==> config.mk <==
export PLATFORM = sky130hd
export DESIGN_NAME = branch_sched
export DESIGN_NICKNAME = d
export VERILOG_FILES = /design/src/rtl/branch_sched.sv
export SDC_FILE = /design/constraint.sdc
export NUM_CORES = 1
export LEC_CHECK = 0
export BUFFER_PORTS_ARGS = -buffer_cell sky130_fd_sc_hd__buf_2
export CAP_MARGIN = 5
export CORE_MARGIN = 5
export CORE_UTILIZATION = 50
export CTS_BUF_LIST = sky130_fd_sc_hd__clkbuf_8
export CTS_CLUSTER_DIAMETER = 200
export DETAILED_ROUTE_END_ITERATION = 12
export PLACE_DENSITY = 0.7
export SLEW_MARGIN = 5
export SYNTH_ARGS = -nofsm -noshare
export SYNTH_HDL_FRONTEND = slang
export SYNTH_SLANG_ARGS = --single-unit
==> constraint.sdc <==
create_clock -name clk_i -period 2.2 [get_ports clk_i]
set_input_delay 0.33 -clock clk_i [delete_from_list [all_inputs] [get_ports clk_i]]
set_output_delay 0.33 -clock clk_i [all_outputs]
set_load 0.05 [all_outputs]
==> src/rtl/branch_sched.sv <==
// Branch scheduler: allocates branch units in order, tracks condition
// evaluation per unit and resolves branches strictly in allocation order.
// A mispredicted resolution triggers a fixed-length pipeline flush.
module branch_sched #(
    parameter int NUM_BR       = 2,
    parameter int FLUSH_CYCLES = 3
) (
    input  logic                      clk_i,
    input  logic                      reset_i,
    input  logic                      issue_br_i,
    output logic                      issue_stall_o,
    output logic [NUM_BR-1:0]         br_write_o,
    input  logic [NUM_BR-1:0]         cond_eval_i,
    input  logic [NUM_BR-1:0]         corr_pred_i,
    output logic                      resolve_valid_o,
    output logic                      resolve_corr_o,
    output logic [$clog2(NUM_BR)-1:0] resolve_unit_o,
    output logic                      flush_o
);

    localparam int IW  = $clog2(NUM_BR);
    localparam int CW  = $clog2(NUM_BR + 1);
    localparam int FCW = 4;

    localparam logic [CW-1:0]  COUNT_FULL = CW'(NUM_BR);
    localparam logic [IW-1:0]  PTR_LAST   = IW'(NUM_BR - 1);
    localparam logic [FCW-1:0] FLUSH_LOAD = FCW'(FLUSH_CYCLES - 1);

    typedef enum logic {
        ST_RUN   = 1'b0,
        ST_FLUSH = 1'b1
    } state_t;

    state_t             state_q, state_d;
    logic [NUM_BR-1:0]  busy_q, busy_d;
    logic [NUM_BR-1:0]  pend_q, pend_d;
    logic [NUM_BR-1:0]  corr_q, corr_d;
    logic [IW-1:0]      head_q, head_d;
    logic [IW-1:0]      tail_q, tail_d;
    logic [CW-1:0]      count_q, count_d;
    logic [FCW-1:0]     fcnt_q, fcnt_d;

    // Order FIFO contents; validity is tracked by head/tail/count only
    logic [IW-1:0]      order_fifo [NUM_BR];

    logic               in_run;
    logic [IW-1:0]      head_unit;
    logic [IW-1:0]      alloc_idx;
    logic               alloc_fire;
    logic               res_fire;
    logic               mispredict;
    logic [NUM_BR-1:0]  eval_ok;

    function automatic logic [IW-1:0] ptr_inc(input logic [IW-1:0] p);
        return (p == PTR_LAST) ? '0 : p + IW'(1);
    endfunction

    assign in_run    = (state_q == ST_RUN);
    assign head_unit = order_fifo[head_q];
    assign eval_ok   = cond_eval_i & busy_q;

    // Lowest-index free unit; scanning downward lets the lowest index win
    always_comb begin
        alloc_idx = '0;
        for (int i = NUM_BR - 1; i >= 0; i--) begin
            if (!busy_q[i]) begin
                alloc_idx = IW'(i);
            end
        end
    end

    // Issue side: stall when full or flushing, otherwise strobe the chosen unit
    always_comb begin
        issue_stall_o = !in_run || (count_q == COUNT_FULL);
        alloc_fire    = issue_br_i && !issue_stall_o;
    end

    generate
        for (genvar gi = 0; gi < NUM_BR; gi++) begin : g_wr
            assign br_write_o[gi] = alloc_fire && (alloc_idx == IW'(gi));
        end
    endgenerate

    // Resolution outputs: only the FIFO head may resolve, and only in RUN
    always_comb begin
        res_fire        = in_run && (count_q != '0) && pend_q[head_unit];
        resolve_valid_o = res_fire;
        resolve_unit_o  = res_fire ? head_unit : '0;
        resolve_corr_o  = res_fire && corr_q[head_unit];
        mispredict      = res_fire && !corr_q[head_unit];
        flush_o         = (state_q == ST_FLUSH);
    end

    // Next-state logic for the FSM, per-unit bits, pointers and flush counter
    always_comb begin
        state_d = state_q;
        busy_d  = busy_q;
        pend_d  = pend_q;
        corr_d  = corr_q;
        head_d  = head_q;
        tail_d  = tail_q;
        count_d = count_q;
        fcnt_d  = fcnt_q;

        case (state_q)
            ST_RUN: begin
                // Condition results only count for units holding a branch
                pend_d = pend_q | eval_ok;
                corr_d = (corr_q & ~eval_ok) | (corr_pred_i & eval_ok);

                if (alloc_fire) begin
                    busy_d[alloc_idx] = 1'b1;
                    tail_d            = ptr_inc(tail_q);
                end

                if (res_fire) begin
                    busy_d[head_unit] = 1'b0;
                    pend_d[head_unit] = 1'b0;
                    head_d            = ptr_inc(head_q);
                end

                case ({alloc_fire, res_fire})
                    2'b10:   count_d = count_q + CW'(1);
                    2'b01:   count_d = count_q - CW'(1);
                    default: count_d = count_q;
                endcase

                // A mispredict discards every in-flight branch, including
                // anything allocated or evaluated on the same edge
                if (mispredict) begin
                    state_d = ST_FLUSH;
                    busy_d  = '0;
                    pend_d  = '0;
                    head_d  = '0;
                    tail_d  = '0;
                    count_d = '0;
                    fcnt_d  = FLUSH_LOAD;
                end
            end

            ST_FLUSH: begin
                if (fcnt_q == '0) begin
                    state_d = ST_RUN;
                end else begin
                    fcnt_d = fcnt_q - FCW'(1);
                end
            end

            default: begin
                state_d = ST_RUN;
            end
        endcase
    end

    // State registers with asynchronous active-low reset
    always_ff @(posedge clk_i or negedge reset_i) begin
        if (!reset_i) begin
            state_q <= ST_RUN;
            busy_q  <= '0;
            pend_q  <= '0;
            corr_q  <= '0;
            head_q  <= '0;
            tail_q  <= '0;
            count_q <= '0;
            fcnt_q  <= '0;
        end else begin
            state_q <= state_d;
            busy_q  <= busy_d;
            pend_q  <= pend_d;
            corr_q  <= corr_d;
            head_q  <= head_d;
            tail_q  <= tail_d;
            count_q <= count_d;
            fcnt_q  <= fcnt_d;
        end
    end

    // Order FIFO storage: push the allocated unit index at the tail
    always_ff @(posedge clk_i) begin
        if (alloc_fire) begin
            order_fifo[tail_q] <= alloc_idx;
        end
    end

endmodule

==> flow_metrics.tcl, run 1 <==
set metrics [dict create \
    fin_nets 117 \
    number_of_vias_after_detailed_routing 678 \
    die_footprint_um2 2760 \
    rr_endpoint "busy_q[0]" \
    route.detailed.drc 0 \
    wp_buf_inv 1 \
    async_flop_share_pct 88.2 \
    core-area_um2 1730 \
    diodes 0 \
    worstSetupPathDepth 4 \
    synth_seq_area_share_pct 48.1 \
    min_path_type "in -> reg" \
    synth-edff-count 2 \
    finalCoreUtilization_pct 62.5 \
    critical_path.slowest_cell "sky130_fd_sc_hd__dfrtp_1" \
    post-route-min-period_ps 2160 \
    synthDistinctLibCells 33 \
    area_growth_syn_to_layout_pct 19.4 \
    clock_root_buffer "sky130_fd_sc_hd__clkbuf_8" \
    clk_pin_slew_worst_paths_ps 60 \
    final_hold_vio_count 0 \
    groute.usage.overall_pct 14.5 \
    total_length_of_routed_met3_wires_um 37 \
    setup_total_negative_slack_ps 0 \
    post_synthesis_sequential_element_count 17 \
    setup_viol 0 \
    die_width_um 52.5 \
    synth_cells 89 \
    worstRegToRegCells 4 \
    ios 14 \
    timing.max_cap.violations 0 \
    cts.sink_count 17 \
    clock_tree.htree_level_count 1 \
    drt_pre_antenna_iters 4 \
    dominantRegCellSynth "sky130_fd_sc_hd__dfrtp_1" \
    synth_fp_nets 97 \
    met2_length_um 935 \
    critPathCaptureType "primary output" \
    ant_nets 0 \
    required_ps 1870 \
    fp-row-count 15 \
    start_util_pct 52.4 \
    maxUsedRoutingLayer "met4" \
    die_y_um 52.5 \
    first_global_vias 638 \
    worstMarginPinSlew_ps 473 \
    worst_path_dominant_cell_family "multiplexers" \
    grt_start_max_net_pins 16 \
    wirelength_met1_um 814 \
    worstPathCellList "mux2i_4, mux2_4, and2_1, clkbuf_4" \
    status "complete, no violations" \
    yosys_warnings 0 \
    numCtsBuffers 3 \
    clk-insertion-delay-late_ps 240 \
    filler_cell_count 158 \
    largest_fanout_on_the_critical_path 7 \
    finalClockSkew_ps 2.30 \
    grt_first_pass_wirelength_um 2900 \
    timing.fmax_ghz 0.464 \
    gr-total-overflow 0 \
    ir_worst_vdd_mv 0.897 \
    timing.critical_path.arrival_ps 1830 \
    pre_cts_ws_ps 237 \
    ratio_of_cells_with_drive_above_1_in_the_final_layout_pct 27.8 \
    portBuffers 13 \
    drt-total-wl_um 1800 \
    clock_path_buffers 2 \
    avgViaCountPerCell 5.10 \
    p_leak_nw 0.506 \
    report.final.slew_viol_count 0 \
    power_per_cell_area_nw_per_um2 1710 \
    final-instance-count-excl-fill 133 \
    dp.final_hpwl_um 1380 \
    regToRegStartpoint "head_q" \
    antenna_violations_before_repair 0 \
    slew_limit_headroom_pct 68.1 \
    post-place-cells 126 \
    slowest_delay_ps 410 \
    final.setup.worst_slack_ps 44.4 \
    startpoint_type "flip-flop" \
    setup.worst_path.end "resolve_valid_o" \
    drt_iter0_markers 9 \
    regToRegSetupSlack_ps 600 \
    tritoncts "built" \
    avgSynthCellArea_um2 10.2 \
    critPathKind "reg -> out" \
    timing.critical_path.from "head_q" \
    place_congestion 0.729 \
    worst_hold_stages 2 \
    detail_route.wl_per_cell_um 13.5 \
    synth_area_um2 905 \
    post-route-period-util_pct 98.0 \
]
==> report_power, final <==
group | internal [mW] | switching, mW | total (mW)
registers | 0.476 | 0.166 | 0.642
clock network | 0.123 | 0.0948 | 0.218
logic | 0.405 | 0.576 | 0.981
==> cells in the mapped netlist (all sizes together), types with 3 or more instances <==
cell type  number  share of area (%)
a21oi           6                4.6
nand2b          3                2.1
nor2           13                5.4
nand2          12                5.0
mux2            3                4.1
mux2i           4                4.8
and2            3                2.1
dfrtp          15                 41
inv             4                1.7
==> metrics by stage <==
step                      instance area (µm²)  power, mW  hold slack [ps]
after floorplan                           910       1.39             34.4
after global placement                    998       1.55              253
after detailed placement                  998       1.59              257
after CTS                                1060       1.83              318
after global routing                     1080       1.97              323
final                                    1080       1.84              320
==> cell families (layout without fill, tap and decap cells) <==
| logic type | after synthesis | in the layout | synth area share, % |
|---|---|---|---|
| muxes | 7 | 7 | 8.99 |
| buffers and inverters | 6 | 25 | 3.32 |
| and+or+nand+nor | 41 | 41 | 23.5 |
| xor gates and xnor gates | 3 | 3 | 2.91 |
| DFF | 17 | 17 | 48.1 |
| adders and majority gates | 1 | 1 | 1.38 |
| AOI/OAI and AO/OA | 14 | 14 | 11.8 |
==> placed cells by master, fill, tap and decap left out, drive strengths merged, types with 3 or more instances in the layout <==
cell and count:
buf 15, dfrtp 15, nand2b 3, and2 3, nor2 13, a21oi 6, inv 5, nand2 12
mux2 3, clkbuf 4, mux2i 4
==> layout make-up <==
type                            count  area [µm²]  area share, %
Multi-Input combinational cell     66         453           41.9
Sequential cell                    17         435           40.3
Tap cell                           25        31.3           2.90
Timing Repair Buffer               17         100           9.27
Clock inverter                      1        3.75          0.348
Clock buffer                        3        41.3           3.82
Inverter                            4        15.0           1.39
==> worst reg2reg max path, stage by stage (launching register included) <==
cell                      delay, ps
sky130_fd_sc_hd__dfrtp_1        410
sky130_fd_sc_hd__mux2i_4        360
sky130_fd_sc_hd__mux2_4         340
sky130_fd_sc_hd__and2_1         240
sky130_fd_sc_hd__a21oi_1        180
==> what timing repair did <==
action | in CTS | in global routing
hold buffers | 1 | 0
setup buffers | 0 | 2
endpoints found under the hold margin | 15 | 0
endpoints found under the setup margin | 1 | 1
resized for setup | 1 | 1
==> per-layer routing <==
metal  track usage [%]  vias up
met3              2.56        2
met2              23.6        7
met4              5.11        0
li1                  -      340
met1              19.4      329
met5                 0        -
==> worst min path at each step <==
stage / start / endpoint / slack, ps
after floorplan: reset_i / asynchronous set/reset pin / 30
after global placement: reset_i / count_q[1] / 250
after detailed placement: reset_i / count_q[1] / 260
after CTS: corr_pred_i[1] / flip-flop / 320
after global routing: corr_pred_i[1] / flip-flop / 320
final: corr_pred_i[1] / flip-flop / 320
(Power assumes the default switching activity.)
==> run 2, diff against run 1 <==
==> constraint.sdc (replaced) <==
create_clock -name clk_i -period 2.2 [get_ports clk_i]
set_input_delay 0 -clock clk_i [delete_from_list [all_inputs] [get_ports clk_i]]
set_output_delay 0 -clock clk_i [all_outputs]
set_load 0.05 [all_outputs]
==> flow_metrics.tcl, run 2 (synthesis results as in run 1) <==
set metrics [dict create \
    worstSetupPathDepth 4 \
    setup_viol 0 \
    area_growth_syn_to_layout_pct 17.8 \
    finalClockSkew_ps 2.92 \
    portion_of_total_power_attributed_to_combinational_logic_pct 51.6 \
    groute.usage.overall_pct 15.2 \
    diodes 0 \
    leading_cell_type_in_the_layout_fill_and_taps_excluded "sky130_fd_sc_hd__dfrtp_1" \
    clock_path_buffers 2 \
    drt-total-wl_um 1690 \
    number_of_vias_after_detailed_routing 670 \
    setup_total_negative_slack_ps 0 \
    die_footprint_um2 2760 \
    route.detailed.drc 0 \
    clock_tree.htree_level_count 1 \
    most-common-layout-cells "sky130_fd_sc_hd__dfrtp_1, sky130_fd_sc_hd__nor2_1, sky130_fd_sc_hd__buf_2" \
    start_util_pct 52.4 \
    p_seq_share_pct 35.7 \
    timing.fmax_ghz 0.527 \
    startpoint_type "flip-flop" \
    fin_nets 116 \
    slowest_delay_ps 440 \
    final_hold_vio_count 0 \
    antenna_violations_before_repair 0 \
    clk-insertion-delay-late_ps 250 \
    grt_first_pass_wirelength_um 2940 \
    worstPathCellList "mux2i_2, mux2_4, and2_1, buf_2" \
    ir_worst_vdd_mv 0.779 \
    final.setup.worst_slack_ps 302 \
    ctsResizeCount 0 \
    largest_fanout_on_the_critical_path 7 \
    wp_buf_inv 1 \
    min_path_type "in -> reg" \
    worstMarginPinSlew_ps 438 \
    detail_route.wl_per_cell_um 12.8 \
    drt_iter0_markers 9 \
    critPathCaptureType "primary output" \
    pre_cts_ws_ps 559 \
    critical_path.slowest_cell "sky130_fd_sc_hd__mux2i_2" \
    filler_cell_count 160 \
    worstRegToRegCells 4 \
    portBuffers 13 \
    die_width_um 52.5 \
    first_global_vias 668 \
    numCtsBuffers 3 \
    worst_hold_stages 5 \
    internal-power_mw 0.967 \
    post-route-min-period_ps 1900 \
    ant_nets 0 \
    fp-row-count 15 \
    core-area_um2 1730 \
    p_leak_nw 0.499 \
    worst_path_dominant_cell_family "multiplexers" \
    power_per_cell_area_nw_per_um2 1670 \
    report.final.slew_viol_count 0 \
    avgViaCountPerCell 5.08 \
    clock_power_share_pct 12.6 \
    detailed_place.area_um2 991 \
    cts.sink_count 17 \
    clock_root_buffer "sky130_fd_sc_hd__clkbuf_8" \
    timing.max_cap.violations 0 \
    slew_limit_headroom_pct 70.5 \
    power.net_switching_mw 0.813 \
    die_y_um 52.5 \
    clk_pin_slew_worst_paths_ps 60 \
    required_ps 2200 \
    swShare_pct 45.7 \
    fin_worst_hold_slack_ps 110 \
    critPathKind "reg -> out" \
    tritoncts "built" \
    ios 14 \
    drt_pre_antenna_iters 4 \
    post-route-period-util_pct 86.3 \
    ratio_of_cells_with_drive_above_1_in_the_final_layout_pct 25.2 \
    rsz0062_at_grt "no" \
    dp.final_hpwl_um 1260 \
    grt_start_max_net_pins 16 \
    post-route-cell-area_um2 1070 \
    status "complete, no violations" \
    place_congestion 0.736 \
    timing.critical_path.arrival_ps 1900 \
    gr-total-overflow 0 \
]
run 2: cell types whose count changed in the layout (fill, tap and decap cells not counted):
| cell | before | now |
|---|---|---|
| sky130_fd_sc_hd__dlygate4sd3_1 | 1 | 3 |
| sky130_fd_sc_hd__buf_2 | 12 | 13 |
| sky130_fd_sc_hd__clkbuf_4 | 1 | 0 |
| sky130_fd_sc_hd__buf_4 | 3 | 0 |
| sky130_fd_sc_hd__mux2i_4 | 1 | 0 |
| sky130_fd_sc_hd__mux2i_2 | 0 | 1 |
run 2: path summary, 6_finish.rpt:
path	from	end	slack, ps
setup / recovery	head_q	resolve_valid_o	300
hold / removal	cond_eval_i[1]	pend_q[1]	110
setup reg to reg	head_q	count_q[0]	540
hold reg to reg	head_q	head_q	520
max in group asynchronous	reset_i	flush_o	1770
min in group asynchronous	reset_i	head_q	180
run 2: repair_timing:
| item | in CTS | in global routing |
|---|---|---|
| hold buffers | 3 | 0 |
| buffers inserted | 0 | 0 |
| endpoints found under the hold margin | 17 | 0 |
run 2: routing by layer:
layer	track usage (%)	vias up	part of all wire, %
li1	-	335	-
met1	17.4	322	44
met2	25.0	8	51
met3	3.42	5	2.7
met4	10.2	0	2.8
met5	0	-	0
run 2: cell type report:
cell class	instances	area [µm²]	area share, %
clock buffer	3	41.3	3.87
clock inverter	1	3.75	0.352
inverter	4	15.0	1.41
multi-input combinational	66	444	41.7
sequential	17	435	40.8
tap	25	31.3	2.93
timing repair buffer	16	95.1	8.92
run 2: worst reg2reg max path, cell delays in order (launching register included):
cell,delay [ps]
sky130_fd_sc_hd__dfrtp_1,390
sky130_fd_sc_hd__mux2i_2,440
sky130_fd_sc_hd__mux2_4,340
sky130_fd_sc_hd__and2_1,230
sky130_fd_sc_hd__mux2i_1,170
run 2: through the flow:
stage                     instances  total power, mW  utilization, %
after floorplan                  89             1.39               -
after global placement          125             1.54            57.4
after detailed placement        125             1.56            57.4
after CTS                       132             1.80            61.7
after global routing            132             1.92            61.7
final                           132             1.78            61.7
run 2: power groups by stage:
stage	Clock [mW]	Combinational, mW	Sequential [mW]
6_report	0.225	0.919	0.636
5_1_grt	0.243	1.01	0.661
4_1_cts	0.231	0.928	0.636
3_5_place_dp	0	0.918	0.643
3_3_place_gp	0	0.905	0.635
2_1_floorplan	0	0.779	0.615
==> run 3, diff against run 2 <==
--- a/config.mk
+++ b/config.mk
@@ -7,13 +7,15 @@
 export LEC_CHECK = 0
 export BUFFER_PORTS_ARGS = -buffer_cell sky130_fd_sc_hd__buf_2
 export CAP_MARGIN = 5
+export CELL_PAD_IN_SITES_DETAIL_PLACEMENT = 1
+export CELL_PAD_IN_SITES_GLOBAL_PLACEMENT = 1
 export CORE_MARGIN = 5
-export CORE_UTILIZATION = 50
+export CORE_UTILIZATION = 44
 export CTS_BUF_LIST = sky130_fd_sc_hd__clkbuf_8
 export CTS_CLUSTER_DIAMETER = 200
 export DETAILED_ROUTE_END_ITERATION = 12
-export PLACE_DENSITY = 0.7
-export SLEW_MARGIN = 5
+export PLACE_DENSITY = 0.77
+export SLEW_MARGIN = 25
 export SYNTH_ARGS = -nofsm -noshare
 export SYNTH_HDL_FRONTEND = slang
 export SYNTH_SLANG_ARGS = --single-unit
==> flow_metrics.tcl, run 3 (synthesis results as in run 1) <==
set metrics [dict create \
    status "complete, no violations" \
    die_footprint_um2 3060 \
    place_congestion 0.721 \
    antenna_violations_before_repair 0 \
    slew_limit_headroom_pct 68.3 \
    clk-insertion-delay-late_ps 250 \
    tritoncts "built" \
    ant_nets 0 \
    portion_of_total_power_attributed_to_combinational_logic_pct 51.9 \
    final_hold_vio_count 0 \
    grt_start_max_net_pins 16 \
    ctsResizeCount 0 \
    setup_viol 0 \
    clock_root_buffer "sky130_fd_sc_hd__clkbuf_8" \
    dp.final_hpwl_um 1570 \
    worstMarginPinSlew_ps 466 \
    post-route-min-period_ps 1940 \
    ios 14 \
    p_leak_nw 0.499 \
    numCtsBuffers 3 \
    swShare_pct 46.7 \
    number_of_vias_after_detailed_routing 672 \
    timing.fmax_ghz 0.516 \
    groute.usage.overall_pct 14.5 \
    largest_fanout_on_the_critical_path 7 \
    power.net_switching_mw 0.849 \
    min_path_type "in -> reg" \
    gr-total-overflow 0 \
    finalClockSkew_ps 0.992 \
    internal-power_mw 0.967 \
    diodes 0 \
    portBuffers 13 \
    report.final.slew_viol_count 0 \
    critPathCaptureType "primary output" \
    area_growth_syn_to_layout_pct 18.1 \
    clock_power_share_pct 12.5 \
    timing.max_cap.violations 0 \
    leading_cell_type_in_the_layout_fill_and_taps_excluded "sky130_fd_sc_hd__dfrtp_1" \
    setup_total_negative_slack_ps 0 \
    drt_iter0_markers 8 \
    post-route-period-util_pct 88.2 \
    clk_pin_slew_worst_paths_ps 70 \
    power_per_cell_area_nw_per_um2 1700 \
    first_global_vias 762 \
    core-area_um2 1960 \
    die_width_um 55.3 \
    critPathKind "reg -> out" \
    ir_worst_vdd_mv 0.732 \
    fp-row-count 16 \
    startpoint_type "flip-flop" \
    avgViaCountPerCell 5.01 \
    required_ps 2200 \
    die_y_um 55.3 \
    most-common-layout-cells "sky130_fd_sc_hd__dfrtp_1, sky130_fd_sc_hd__nor2_1, sky130_fd_sc_hd__buf_2" \
    drt_pre_antenna_iters 3 \
    detail_route.wl_per_cell_um 15.3 \
    ratio_of_cells_with_drive_above_1_in_the_final_layout_pct 25.2 \
    timing.critical_path.arrival_ps 1940 \
    holdBufCountCts 3 \
    detailed_place.area_um2 993 \
    fin_nets 116 \
    grt_first_pass_wirelength_um 3530 \
    start_util_pct 46.1 \
    post-route-cell-area_um2 1070 \
    drt-total-wl_um 2050 \
    rsz0062_at_grt "no" \
    clock_path_buffers 2 \
    clock_tree.htree_level_count 1 \
    route.detailed.drc 0 \
    cts.sink_count 17 \
    p_seq_share_pct 35.6 \
    post-cts-setup-buffers 0 \
]
-- run 3: cell counts in the layout (fill, tap and decap cells not counted) --
No cell type changed its count.
-- run 3: cell type report --
cell class / count / area (µm²)
Fill cell: 244 / 893
Multi-Input combinational cell: 66 / 444
Sequential cell: 17 / 435
Timing Repair Buffer: 16 / 95.1
Clock buffer: 3 / 41.3
Tap cell: 27 / 33.8
Inverter: 4 / 15.0
Clock inverter: 1 / 3.75
-- run 3: final timing paths --
path | startpoint | slack [ps] | cells past startpoint | end
max reg2reg | head_q | 470 | 4 | busy_q[1]
min in group asynchronous | reset_i | 190 | 2 | count_q[0]
max in group asynchronous | reset_i | 1740 | 2 | fcnt_q[1]
max | head_q | 260 | 4 | resolve_valid_o
min | cond_eval_i[1] | 170 | 5 | pend_q[1]
min reg2reg | head_q | 520 | 1 | head_q
-- run 3: through the flow --
stage          hold slack (ps)  setup WS (ps)  total power, mW  util (%)  instances
2_1_floorplan             -296            359             1.39         -         89
3_3_place_gp             -78.0            605             1.55      50.6        127
3_5_place_dp             -63.9            467             1.60      50.6        127
4_1_cts                    148            253             1.83      54.5        134
5_1_grt                    174            158             1.95      54.5        134
6_report                   165            260             1.82      54.5        134
-- run 3: critical path, cell delays in order, from the launching register on --
cell and delay [ps]:
sky130_fd_sc_hd__dfrtp_1 390, sky130_fd_sc_hd__mux2i_2 470, sky130_fd_sc_hd__mux2_4 250, sky130_fd_sc_hd__and2_1 270, sky130_fd_sc_hd__buf_2 320
-- run 3: power groups by stage --
stage	sequential, mW	combinational (mW)	clock (mW)
floorplan	0.615	0.779	0
global placement	0.638	0.909	0
detailed placement	0.653	0.948	0
CTS	0.647	0.957	0.230
global route	0.670	1.03	0.249
finish	0.647	0.943	0.226
-- run 3: per-layer routing --
metal	GRT usage, %	vias to the layer above	wire length, µm
li1	-	333	-
met1	16.2	330	871
met3	3.50	0	56
met2	26.9	9	1120
met4	4.17	0	0
met5	0	-	0
